==> src/rtl/axi4_stream_master_bram.sv <==
// axi4_stream_master_bram: streams DATA_NUM words from a 1-cycle BRAM as
// one AXI4-Stream frame per in_start pulse.
//
// Ports:
//   aclk, aresetn          clock, synchronous active-low reset
//   in_start               request one frame read-out (ignored while busy)
//   out_busy, out_done     frame in progress / 1-cycle completion pulse
//   out_m_t*, in_m_tready  AXIS master (tvalid/tready/tdata/tkeep/tlast)
//   out_A, out_EN, out_WE  BRAM read port address/enable/write-enable
//   in_Do                  BRAM read data, valid the cycle after out_EN
module axi4_stream_master_bram #(
  parameter  int DATA_NUM   = 11,
  parameter  int DATA_WIDTH = 32,
  localparam int ADDR_WIDTH = (DATA_NUM > 1) ? $clog2(DATA_NUM) : 1
) (
  input  logic                    aclk,
  input  logic                    aresetn,
  input  logic                    in_start,
  output logic                    out_busy,
  output logic                    out_done,
  output logic                    out_m_tvalid,
  input  logic                    in_m_tready,
  output logic [DATA_WIDTH-1:0]   out_m_tdata,
  output logic [DATA_WIDTH/8-1:0] out_m_tkeep,
  output logic                    out_m_tlast,
  output logic [ADDR_WIDTH-1:0]   out_A,
  output logic                    out_EN,
  output logic [DATA_WIDTH/8-1:0] out_WE,
  input  logic [DATA_WIDTH-1:0]   in_Do
);

  // Counter must also hold DATA_NUM to mean "all reads issued".
  localparam int CNT_W = $clog2(DATA_NUM + 1);

  typedef enum logic {
    IDLE,
    READ
  } state_t;

  state_t state;
  state_t state_nxt;

  logic [CNT_W-1:0] rd_cnt;
  logic             rd_more;
  logic             rd_last;
  logic             issue;
  logic             room;

  logic             inflight;
  logic             inflight_last;

  // Two-entry output buffer: hd_* is the head presented on the bus.
  logic [1:0]            occ;
  logic [DATA_WIDTH-1:0] hd_data;
  logic                  hd_last;
  logic [DATA_WIDTH-1:0] tl_data;
  logic                  tl_last;

  logic pop;
  logic push;
  logic fire_last;

  assign pop       = out_m_tvalid & in_m_tready;
  assign push      = inflight;
  assign fire_last = pop & hd_last;

  assign rd_more = (rd_cnt < CNT_W'(DATA_NUM));
  assign rd_last = (rd_cnt == CNT_W'(DATA_NUM - 1));

  // A new read is allowed only if the word it returns is guaranteed a
  // free slot: entries held + word in flight - word leaving now < 2.
  assign room = ({1'b0, occ} + {2'b00, inflight})
              < (pop ? 3'd3 : 3'd2);

  assign out_m_tvalid = (occ != 2'd0);
  assign out_m_tdata  = hd_data;
  assign out_m_tlast  = hd_last;
  assign out_m_tkeep  = '1;
  assign out_WE       = '0;

  always_comb begin
    state_nxt = state;
    issue     = 1'b0;
    out_busy  = 1'b0;
    out_EN    = 1'b0;
    out_A     = '0;
    unique case (state)
      IDLE: begin
        if (in_start) begin
          state_nxt = READ;
        end
      end
      READ: begin
        out_busy = 1'b1;
        issue    = rd_more & room;
        out_EN   = issue;
        if (issue) begin
          out_A = rd_cnt[ADDR_WIDTH-1:0];
        end
        if (fire_last) begin
          state_nxt = IDLE;
        end
      end
      default: state_nxt = IDLE;
    endcase
  end

  always_ff @(posedge aclk) begin
    if (!aresetn) begin
      state <= IDLE;
    end else begin
      state <= state_nxt;
    end
  end

  always_ff @(posedge aclk) begin
    if (!aresetn) begin
      rd_cnt        <= '0;
      inflight      <= 1'b0;
      inflight_last <= 1'b0;
      out_done      <= 1'b0;
    end else begin
      if (state == IDLE && in_start) begin
        rd_cnt <= '0;
      end else if (issue) begin
        rd_cnt <= rd_cnt + 1'b1;
      end
      inflight      <= issue;
      inflight_last <= issue & rd_last;
      out_done      <= fire_last;
    end
  end

  // Clearing inflight on reset drops any word still returning from
  // a read issued before reset.
  always_ff @(posedge aclk) begin
    if (!aresetn) begin
      occ     <= 2'd0;
      hd_data <= '0;
      hd_last <= 1'b0;
      tl_data <= '0;
      tl_last <= 1'b0;
    end else begin
      unique case ({push, pop})
        2'b10: begin
          occ <= occ + 2'd1;
          if (occ == 2'd0) begin
            hd_data <= in_Do;
            hd_last <= inflight_last;
          end else begin
            tl_data <= in_Do;
            tl_last <= inflight_last;
          end
        end
        2'b01: begin
          occ     <= occ - 2'd1;
          hd_data <= tl_data;
          hd_last <= tl_last;
        end
        2'b11: begin
          if (occ == 2'd1) begin
            hd_data <= in_Do;
            hd_last <= inflight_last;
          end else begin
            hd_data <= tl_data;
            hd_last <= tl_last;
            tl_data <= in_Do;
            tl_last <= inflight_last;
          end
        end
        default: begin
        end
      endcase
    end
  end

endmodule

==> config.mk <==
export PLATFORM = sky130hd
export DESIGN_NAME = axi4_stream_master_bram
export DESIGN_NICKNAME = d
export VERILOG_FILES = /design/src/rtl/axi4_stream_master_bram.sv
export SDC_FILE = /design/constraint.sdc
export NUM_CORES = 1
export LEC_CHECK = 0
export BUFFER_PORTS_ARGS = -buffer_cell sky130_fd_sc_hd__buf_2
export CAP_MARGIN = 20
export CORE_MARGIN = 5
export CORE_UTILIZATION = 30
export CTS_CLUSTER_DIAMETER = 200
export DETAILED_ROUTE_END_ITERATION = 6
export HOLD_SLACK_MARGIN = 0.06
export SLEW_MARGIN = 20
export SYNTH_ARGS = -nofsm -noshare
export SYNTH_HDL_FRONTEND = slang
export SYNTH_SLANG_ARGS = --single-unit
==> constraint.sdc <==
create_clock -name aclk -period 2.9 [get_ports aclk]
set_clock_uncertainty 0.2 [all_clocks]
set_input_delay 0.145 -clock aclk [delete_from_list [all_inputs] [get_ports aclk]]
set_output_delay 0.145 -clock aclk [all_outputs]
set_load 0.01 [all_outputs]
==> impl_metrics.ini <==
[global_route]
grt_first_pass_wirelength_um = 18120
grt_pass1_vias = 3454
grt_max_degree = 67
grt_use_total = 0.1557
antenna_found_initial = 0
grt_overflow = 0

[place]
place.gp.congestion = 0.7702
dp_hpwl_um = 6801
place_ws_ns = 0.2551
port_buffers = 76
placed_cells = 611

[floorplan]
dieArea_mm2 = 0.01428
dieWidth_um = 119.5
die_y_um = 119.5
initial_core_util = 0.3032
io_pins = 85
rows = 40
coreArea_mm2 = 0.01186

[clock_tree]
cts-buffers-inserted = 9
cts_tree = done
clockRootBuffer = clkbuf_16
htree_levels = 3
cts_sinks = 76
clk_latency_ns = 0.33
clkTransAtPathRegs_ns = 0.06
clockBufferDepth = 2

[flow_run]
drv_cap = 0

[routing]
drt_pass1_iterations = 5
routed_wl_um = 11320
viasPerCell = 5.533
drt_iter0_drc = 272
ant_nets = 0
drc = 0
routedWlPerCell_um = 17.18
num_vias = 3646

[sta]
maxSlewViolCount = 0
max_freq_ghz = 0.3787
layout_setup_ws_ns = 0.2593
min_period_ns = 2.641
fin_setup_tns_ns = 0
setup_viol = 0
relSlewSlack = 0.4197
period_share = 0.9106
worst_slew_pin_slew_ns = 0.8684
finalHoldViolCount = 0
rsz0062_at_grt = false

[final_layout]
most-common-layout-cells = o21ai_0, dfxtp_1, buf_2
num_antenna_cells = 0
drive_above_1_share = 0.2207
final_cells = 659
syn_to_final_growth_pct = 30.83
num-nets-final = 554
final_common_cell = o21ai_0
fin_util = 0.3966

[yosys]
ys_types = 35
synth.avg_cell_area_um2 = 8.382
postSynth.asyncResetShare = 0
syn-cell-area_mm2 = 0.003596
synthCells = 429
ys.flop_type = dfxtp_1
yosysWarnings = 0
synth_edf_count = 0
ys_seq_area_frac = 0.4231
ys_ff_latch = 76

[power]
vdd_drop_max_v = 0.0003610
power_density_mw_per_mm2 = 804.6
power_leakage_nw = 1.796
total_power_mw = 3.785

[worst_setup_path]
cp.required_ns = 2.97
rrSetupSlack_ns = 0.26
critPathLaunchType = register
setup.worst_path.end_class = register
critical_path_class = register to register
arrival_ns = 2.71
crit_fanout = 33

[worst_hold_path]
hold_class = input pin to register

[run_status]
outcome = complete, no violations
## layer usage
metal | GRT usage | vias to the layer above | routed length, µm
li1 | - | 1760 | -
met1 | 0.2101 | 1757 | 5211
met2 | 0.2415 | 117 | 5236
met3 | 0.03799 | 12 | 680
met4 | 0.05655 | 0 | 194
met5 | 0 | - | 0
## metrics by stage
| step | hold WS (ns) | area (µm²) |
|---|---|---|
| floorplan | 0.1151 | 3618 |
| global placement | 0.2376 | 4063 |
| detailed placement | 0.2447 | 4068 |
| CTS | 0.08510 | 4700 |
| global route | 0.1546 | 4705 |
| finish | 0.09324 | 4705 |
## critical path, stage by stage (launching register included)
cell and delay (ns):
dfxtp_1 0.31, inv_1 0.09, ha_1 0.30, inv_1 0.09, nand2_1 0.10, inv_1 0.08, ha_1 0.30, nor2_4 0.71
o31ai_1 0.17, a21oi_1 0.18
## where the power goes
part / internal, mW / switching [mW]
Combinational: 0.463 / 0.779
Sequential: 1.29 / 0.134
Clock: 0.702 / 0.415
## sequential cells by signal, indices dropped and copies added (netlist names)
signal	flops
out_m_tlast	1
state	1
occ	2
tl_data	32
inflight	1
out_done	1
inflight_last	1
tl_last	1
out_m_tdata	32
rd_cnt	4
## kinds of logic (layout without fill, tap and decap cells)
kind of cell / count (synthesis) / in the layout / share of synthesized area
flip-flops: 76 / 76 / 0.4231
multiplexers: 4 / 4 / 0.01148
AND/OR/NAND/NOR: 29 / 29 / 0.04419
buffers and inverters: 69 / 146 / 0.08142
AO/OA/AOI/OAI: 238 / 238 / 0.4015
adder cells (fa/ha/maj): 9 / 9 / 0.03132
XOR/XNOR: 2 / 2 / 0.004872
other: 2 / 8 / 0.002088
## Yosys cell counts, drive strengths merged, types with 3 or more instances
master / number / area [µm²]
nor2b: 3 / 18.77
o31ai: 33 / 247.7
a31oi: 33 / 206.5
buf: 13 / 82.58
dfxtp: 76 / 1521
a21oi: 33 / 165.2
inv: 11 / 41.29
and2: 3 / 18.77
mux2i: 3 / 30.03
nand2: 3 / 11.26
clkbuf: 45 / 168.9
o211ai: 33 / 247.7
o21ai: 99 / 495.5
ha: 9 / 112.6
nor2: 8 / 30.03
nand3: 6 / 30.03
## worst paths after layout
check | start | end | depth (start not counted)
setup / recovery | occ[1]$_SDFFE_PN0P_ | tl_data[13]$_SDFFE_PN0P_ | 9
hold / removal | in_m_tready | out_done$_SDFF_PN0_ | 4
setup reg to reg | occ[1]$_SDFFE_PN0P_ | tl_data[13]$_SDFFE_PN0P_ | 9
hold reg to reg | tl_data[30]$_SDFFE_PN0P_ | tl_data[30]$_SDFFE_PN0P_ | 2
## final cells by class
class	instances	area, µm²
timing repair buffer	121	828.3
inverter	11	41.29
clock buffer	12	256.5
clock inverter	2	35.03
tap	147	183.9
multi-input combinational	290	1838
fill	1187	7157
sequential	76	1521
## what timing repair did
action,CTS,global route
setup buffers,0,0
hold endpoints to repair,65,0
endpoints found under the setup margin,0,7
gates resized for setup,0,1
hold buffers,34,0
No activity file was read; power rests on OpenSTA's default activity.
